==> config.mk <==
export PLATFORM = sky130hd
export DESIGN_NAME = mc_controller
export DESIGN_NICKNAME = d
export VERILOG_FILES = /design/src/rtl/mc_pkg.sv /design/src/rtl/mc_aludec.sv /design/src/rtl/mc_controller.sv
export SDC_FILE = /design/constraint.sdc
export NUM_CORES = 1
export LEC_CHECK = 0
export CAP_MARGIN = 20
export CORE_AREA = 4 4 41 43
export CTS_BUF_LIST = sky130_fd_sc_hd__clkbuf_8
export CTS_CLUSTER_SIZE = 12
export DETAILED_ROUTE_END_ITERATION = 6
export DIE_AREA = 0 0 45 47
export PLACE_DENSITY = 0.78
export SLEW_MARGIN = 0
export SYNTH_ARGS = -nofsm -noshare
export SYNTH_HDL_FRONTEND = slang
export SYNTH_SLANG_ARGS = --single-unit
==> constraint.sdc <==
create_clock -name clk -period 2.9 [get_ports clk]
set_input_delay 0.29 -clock clk [delete_from_list [all_inputs] [get_ports clk]]
set_output_delay 0.29 -clock clk [all_outputs]
set_load 0.01 [all_outputs]
==> src/rtl/mc_pkg.sv <==
// Shared encodings for the multicycle controller: FSM states, ALU codes, mux selects, opcodes.
package mc_pkg;

    typedef enum logic [3:0] {
        FETCH    = 4'd0,
        DECODE   = 4'd1,
        MEMADR   = 4'd2,
        MEMRD    = 4'd3,
        MEMWB    = 4'd4,
        MEMWR    = 4'd5,
        EXECUTER = 4'd6,
        EXECUTEI = 4'd7,
        ALUWB    = 4'd8,
        BRANCH   = 4'd9,
        UNKNOWN  = 4'd10
    } state_t;

    localparam logic [1:0] ALU_ADD = 2'b00;
    localparam logic [1:0] ALU_SUB = 2'b01;
    localparam logic [1:0] ALU_AND = 2'b10;
    localparam logic [1:0] ALU_ORR = 2'b11;

    localparam logic [1:0] RES_ALUOUT    = 2'b00;
    localparam logic [1:0] RES_DATA      = 2'b01;
    localparam logic [1:0] RES_ALURESULT = 2'b10;

    localparam logic [1:0] SRCA_REG    = 2'b00;
    localparam logic [1:0] SRCA_PC     = 2'b01;
    localparam logic [1:0] SRCA_ALUOUT = 2'b10;

    localparam logic [1:0] SRCB_REG  = 2'b00;
    localparam logic [1:0] SRCB_IMM  = 2'b01;
    localparam logic [1:0] SRCB_FOUR = 2'b10;

    localparam logic [1:0] OP_DP  = 2'b00;
    localparam logic [1:0] OP_MEM = 2'b01;
    localparam logic [1:0] OP_BR  = 2'b10;

    localparam logic [3:0] CMD_ADD = 4'b0100;
    localparam logic [3:0] CMD_SUB = 4'b0010;
    localparam logic [3:0] CMD_AND = 4'b0000;
    localparam logic [3:0] CMD_ORR = 4'b1100;
    localparam logic [3:0] CMD_CMP = 4'b1010;

    // Only arithmetic results produce meaningful carry/overflow flags.
    function automatic logic is_arith(input logic [1:0] alu_control);
        return (alu_control == ALU_ADD) || (alu_control == ALU_SUB);
    endfunction

endpackage

==> src/rtl/mc_aludec.sv <==
// ALU decoder: maps the data-processing command to an ALU operation, flag-write enables
// and the register-write suppression used by compare instructions.
module mc_aludec
    import mc_pkg::*;
(
    input  logic       i_alu_op,
    input  logic [1:0] i_op,
    input  logic [5:0] i_funct,
    output logic [1:0] o_alu_control,
    output logic [1:0] o_flag_w,
    output logic       o_no_write
);

    logic [3:0] w_cmd;
    assign w_cmd = i_funct[4:1];

    always_comb begin
        // NOTE: every output gets a default before any branch so no path leaves it unassigned (no latch).
        o_alu_control = ALU_ADD;
        o_flag_w      = 2'b00;
        if (i_alu_op) begin
            case (w_cmd)
                CMD_ADD: o_alu_control = ALU_ADD;
                CMD_SUB: o_alu_control = ALU_SUB;
                CMD_AND: o_alu_control = ALU_AND;
                CMD_ORR: o_alu_control = ALU_ORR;
                CMD_CMP: o_alu_control = ALU_SUB;
                default: o_alu_control = ALU_ADD;
            endcase
            o_flag_w[1] = i_funct[0];
            o_flag_w[0] = i_funct[0] & is_arith(o_alu_control);
        end
    end

    assign o_no_write = (i_op == OP_DP) && (w_cmd == CMD_CMP);

endmodule

==> src/rtl/mc_controller.sv <==
// Multicycle controller FSM with ALU decode; MC_CONTROLLER_BL_EN enables the
// branch-with-link register write (LinkW), otherwise LinkW is tied low.
module mc_controller
    import mc_pkg::*;
(
    input  logic       clk,
    input  logic       reset,
    input  logic [1:0] Op,
    input  logic [5:0] Funct,
    input  logic [3:0] Rd,
    output logic       NextPC,
    output logic       RegW,
    output logic       MemW,
    output logic       PCS,
    output logic       IRWrite,
    output logic       AdrSrc,
    output logic [1:0] ResultSrc,
    output logic [1:0] ALUSrcA,
    output logic [1:0] ALUSrcB,
    output logic [1:0] ALUControl,
    output logic [1:0] FlagW,
    output logic       LinkW
);

    state_t     r_state;
    state_t     w_next_state;
    logic       w_alu_op;
    logic       w_branch;
    logic       w_reg_w;
    logic       w_no_write;

    always_ff @(posedge clk or posedge reset) begin
        // NOTE: sequential state uses non-blocking assignment so all flops sample the same pre-edge values.
        if (reset) r_state <= FETCH;
        else       r_state <= w_next_state;
    end

    always_comb begin
        w_next_state = FETCH;
        NextPC       = 1'b0;
        w_reg_w      = 1'b0;
        MemW         = 1'b0;
        IRWrite      = 1'b0;
        AdrSrc       = 1'b0;
        ResultSrc    = RES_ALUOUT;
        ALUSrcA      = SRCA_REG;
        ALUSrcB      = SRCB_REG;
        w_alu_op     = 1'b0;
        w_branch     = 1'b0;
        case (r_state)
            FETCH: begin
                w_next_state = DECODE;
                IRWrite      = 1'b1;
                NextPC       = 1'b1;
                ALUSrcA      = SRCA_PC;
                ALUSrcB      = SRCB_FOUR;
                ResultSrc    = RES_ALURESULT;
            end
            DECODE: begin
                case (Op)
                    OP_MEM:  w_next_state = MEMADR;
                    OP_DP:   w_next_state = Funct[5] ? EXECUTEI : EXECUTER;
                    OP_BR:   w_next_state = BRANCH;
                    default: w_next_state = UNKNOWN;
                endcase
                ALUSrcA   = SRCA_PC;
                ALUSrcB   = SRCB_FOUR;
                ResultSrc = RES_ALURESULT;
            end
            MEMADR: begin
                w_next_state = Funct[0] ? MEMRD : MEMWR;
                ALUSrcB      = SRCB_IMM;
            end
            MEMRD: begin
                w_next_state = MEMWB;
                AdrSrc       = 1'b1;
            end
            MEMWB: begin
                w_reg_w   = 1'b1;
                ResultSrc = RES_DATA;
            end
            MEMWR: begin
                AdrSrc = 1'b1;
                MemW   = 1'b1;
            end
            EXECUTER: begin
                w_next_state = ALUWB;
                w_alu_op     = 1'b1;
            end
            EXECUTEI: begin
                w_next_state = ALUWB;
                ALUSrcB      = SRCB_IMM;
                w_alu_op     = 1'b1;
            end
            ALUWB: begin
                // Compares update flags only; the destination register is left untouched.
                w_reg_w = ~w_no_write;
            end
            BRANCH: begin
                w_branch  = 1'b1;
                ALUSrcA   = SRCA_ALUOUT;
                ALUSrcB   = SRCB_IMM;
                ResultSrc = RES_ALURESULT;
            end
            default: w_next_state = FETCH;
        endcase
    end

    mc_aludec u_aludec (
        .i_alu_op      (w_alu_op),
        .i_op          (Op),
        .i_funct       (Funct),
        .o_alu_control (ALUControl),
        .o_flag_w      (FlagW),
        .o_no_write    (w_no_write)
    );

    assign RegW = w_reg_w;
    assign PCS  = ((Rd == 4'hF) & w_reg_w) | w_branch;

`ifdef MC_CONTROLLER_BL_EN
    assign LinkW = w_branch & Funct[4];
`else
    assign LinkW = 1'b0;
`endif

endmodule

== After elaboration in Yosys (flattened, before gate mapping) ==
Cells that the tools add are included.

* Register bits: 4
* Output and inout bits: 17
* Logic and storage cells: 50

* Equal/unequal tests: 16
* Multiplexer cells: 17
* Bitwise operators: 4
* Reduce and logical (&&, ||, !) cells: 12

{| class="wikitable"
|+ Operators by type and width
! operator !! number
|-
| $eq A4 B4 Y1 const B || 5
|-
| $pmux W4 S5 || 1
|-
| $eq A4 B3 Y1 const B || 4
|-
| $eq A4 B2 Y1 const B || 3
|-
| $pmux W2 S2 || 3
|-
| $pmux W4 S3 || 1
|-
| $logic_not A4 Y1 || 2
|-
| $reduce_or A2 Y1 || 4
|-
| $mux W1 || 6
|-
| $mux W2 || 3
|-
| $pmux W2 S3 || 1
|-
| $reduce_or A3 Y1 || 2
|-
| $eq A2 B1 Y1 const B || 2
|-
| $eq A4 B1 Y1 const B || 1
|-
| $logic_not A2 Y1 || 2
|-
| $mux W3 || 1
|-
| $and A1 B1 Y1 || 2
|-
| $eq A2 B2 Y1 const B || 1
|-
| $pmux W1 S2 || 1
|-
| $logic_and A1 B1 Y1 || 1
|-
| $logic_or A1 B1 Y1 || 1
|-
| $not A1 Y1 || 1
|-
| $or A1 B1 Y1 || 1
|}

== Longest topological paths before layout ==
* Word-level depth: 8
* Mapped depth: 4

== Modules after synthesis ==
From an unflattened synthesis, not the netlist that was laid out.

* Cells, all modules: 58
* Area total of the unflattened synthesis: 441.7 µm²

{| class="wikitable"
|+ Modules (own cells, without submodules)
! module !! times used !! cells an instance !! area an instance (µm²)
|-
| mc_controller || 1 || 48 || 371.6
|-
| mc_aludec || 1 || 10 || 70.1
|}

== Worst setup path before layout ==
OpenSTA, ideal clock, no wires.

* Path kind: reg2out
* Start point: register r_state[3]
* End point: output NextPC
* Arrival: 1.326 ns
* Required time: 2.610 ns
* Setup slack: 1.284 ns
* Cell stages (with the launch flop): 4
* Path through: dfrtp_1 -> clkbuf_1 -> nor4_1 -> buf_4

* Word-level cells in the longest chain between the ends: 2

{| class="wikitable"
|+ RTL lines
! element !! RTL line !! RTL
|-
| start: declaration || mc_controller.sv:25 || <nowiki>state_t r_state;</nowiki>
|-
| start signal: assignment || mc_controller.sv:35 || <nowiki>else r_state <= w_next_state;</nowiki>
|-
| $logic_not A4 Y1 || -- ||
|-
| $mux W1 || -- ||
|-
| end: declaration || mc_controller.sv:11 || <nowiki>output logic NextPC,</nowiki>
|}

Every way passes these cells.

== Worst setup path in the final report ==
* Start point: register r_state[2]
* End point: output PCS

* Word-level cells in the longest chain between the ends: 4

{| class="wikitable"
|+ RTL lines
! element !! RTL line !! RTL
|-
| $eq A4 B4 Y1 or $eq A4 B3 Y1 (tied branches) || mc_controller.sv:50 || <nowiki>case (r_state)</nowiki>
|-
| $pmux W1 S2 || mc_controller.sv:50 ||
|-
| $and A1 B1 Y1 || mc_controller.sv:119 || <nowiki>assign PCS = ((Rd == 4'hF) & w_reg_w) | w_branch;</nowiki>
|-
| $or A1 B1 Y1 (*) || mc_controller.sv:119 ||
|-
| end: declaration || mc_controller.sv:14 || <nowiki>output logic PCS,</nowiki>
|}

Every way passes the cells marked *; elsewhere a longest branch is shown, timed or not.

==> qor.yml <==
hold_violations: 0
core_mm2: 0.001301
viasPerCell: 4.941
dpl.hpwl_um: 879.1
synthCells: 61
drv_cap: 0
grt_pass1_vias: 436
criticalPathCategory: "flip-flop to primary output"
avgSynthCellArea_um2: 7.405
syn_to_final_growth_pct: 68.98
layout.nets: 102
io_buffer_count: 29
p_per_area_mw_per_mm2: 874.8
p_leak_nw: 0.3000
clkSlewWorstSetupHoldPaths_ns: 0.03
dp_slack_ns: 0.6363
drcViolationCount: 0
grt_max_degree: 19
syn_nets: 75
timing.final.crit_share: 0.8090
p_sw_frac: 0.3840
power_uw: 667.7
chipWidth_um: 45
switching_power_uw: 256.4
synth_top_area_share: 0.2216
p_int_uw: 411.3
peakVddDrop_mv: 0.2925
fin_worst_skew_ns: 0.004945
netlist_top_cells_area: "dfrtp_1 22%, nand2b_1 6.9%, nor3_1 6.6%"
synth_cell_type_count: 28
netlist.top_cell.by_area: "dfrtp_1"
final_common_cell: "clkdlybuf4s50_1"
seqPwrFrac: 0.237
cts_tree: "done"
antenna_found_initial: 0
numClockSinks: 4
cts_resized: 0
tns_ns: 0
crit_fanout: 14
root_buffer: "clkbuf_8"
pwr-share-clk: 0.179
slew_headroom: 0.6614
vias: 499
fp-row-count: 13
drtAntennaViolNets: 0
clockBufferDepth: 2
drt_first_pass_iters: 4
ys_seq_area_frac: 0.2216
totalWireLength_um: 1126
rsz0062_at_grt: "false"
worstPathRequired_ns: 2.61
crit_path_end_kind: "primary output"
die_h_um: 47
worst_setup_path_start_kind: "flip-flop"
finalSetupViolCount: 0
achievable-frequency_mhz: 426.2
ys_seq_elements: 4
status: "completed"
yosys_warnings: 0
die-area_mm2: 0.002115
tightest_slew_ns: 0.5079
largest_reg_flops: 4
cts_made_buffers: 3
insertedDiodeCount: 0
drt_iter0_drc: 10
wl_per_cell_um: 11.15
top_register: "r_state"
cts.htree.levels: 1
start_util: 0.3471
ios: 31
drive_gt1_frac: 0.08140
reg_top3: "r_state (4)"
hp-class: "input pin to async pin"
syn_area_um2: 451.7
cts_hold_buf: 0
final_max_slew_viol_count: 0
grt_overflow: 0
grt_util_all_layers: 0.1221
clk_latency_ns: 0.22
grt_first_pass_wirelength_um: 1731
comb_power_share: 0.585
crit_arrival_ns: 2.06
fin_ws_ns: 0.5538
layout_common_cells: "29 x clkdlybuf4s50_1, 6 x nand2_1, 6 x nor3_1"
gp_congestion: 0.7386
min_period_ns: 2.346
post_cts_buffers: 0
==> routing by layer <==
| metal | global-route usage | share of wire |
|---|---|---|
| met5 | 0 | 0 |
| met4 | 0.1228 | 0.025 |
| met3 | 0.04598 | 0.097 |
| met2 | 0.2034 | 0.51 |
| met1 | 0.1126 | 0.37 |
==> Yosys cell counts (all sizes together) <==
cell and instances:
clkbuf 1, inv 4, xor2 1, or3 3
a2bb2oi 1, nand4 1, nor4 1, nor4b 1
a211oi 3, conb 1, and3 1, nand3b 2
nor2 3, nand2b 5, o221ai 1, nor3 6
mux2 1, and2 1, dfrtp 4, nand2 6
a21oi 1, xnor2 2, nor2b 2, o21ai 2
buf 6, o41ai 1
==> power groups by stage <==
stage / Clock [mW] / Combinational, mW / Sequential (mW)
floorplan: 0 / 0.279 / 0.0906
global placement: 0 / 0.390 / 0.157
detailed placement: 0 / 0.395 / 0.158
CTS: 0.122 / 0.396 / 0.158
global route: 0.128 / 0.425 / 0.169
finish: 0.119 / 0.390 / 0.158
==> final timing paths <==
kind | start | end | slack [ns] | cells past startpoint
setup / recovery | r_state[2] | PCS | 0.55 | 4
hold / removal | reset | r_state[3] | 0.26 | 2
setup reg to reg | r_state[1] | r_state[1] | 1.75 | 3
hold reg to reg | r_state[0] | r_state[0] | 0.66 | 1
max in group asynchronous | reset | r_state[2] | 2.49 | 2
min in group clk | r_state[0] | r_state[0] | 0.66 | 1
==> per-stage QoR <==
stage	cell area, um2	instances	hold slack [ns]	utilization
6_report	763.2	101	0.2607	0.5865
5_1_grt	763.2	101	0.2824	0.5865
4_1_cts	763.2	101	0.2657	0.5865
3_5_place_dp	721.9	98	0.5003	0.5548
3_3_place_gp	721.9	98	0.4780	0.5548
2_1_floorplan	451.7	61	0.05608	-
==> area by class of cell <==
| type | count | area [um2] |
|---|---|---|
| well taps | 15 | 18.77 |
| multi-input cells | 46 | 297.8 |
| repair buffers | 29 | 290.3 |
| fillers | 128 | 538.0 |
| clock buffers | 3 | 41.29 |
| inverters | 4 | 15.01 |
| flip-flops and latches | 4 | 100.1 |
==> cell families (layout without fill, tap and decap cells) <==
group / count (synthesis) / after routing / share of synthesized area
other cells: 1 / 1 / 0.008302
buf+inv: 11 / 36 / 0.1191
compound gates: 9 / 9 / 0.1551
flops: 4 / 4 / 0.2216
xor+xnor: 3 / 3 / 0.05818
simple gates: 32 / 32 / 0.4127
mux: 1 / 1 / 0.02493
==> worst max-delay path: stages, from the launching register on <==
cell and delay (ns):
dfrtp_1 0.51, nand2b_1 0.24, or3_1 0.38, o221ai_2 0.15, clkdlybuf4s50_1 0.56
(Power assumes the default switching activity.)
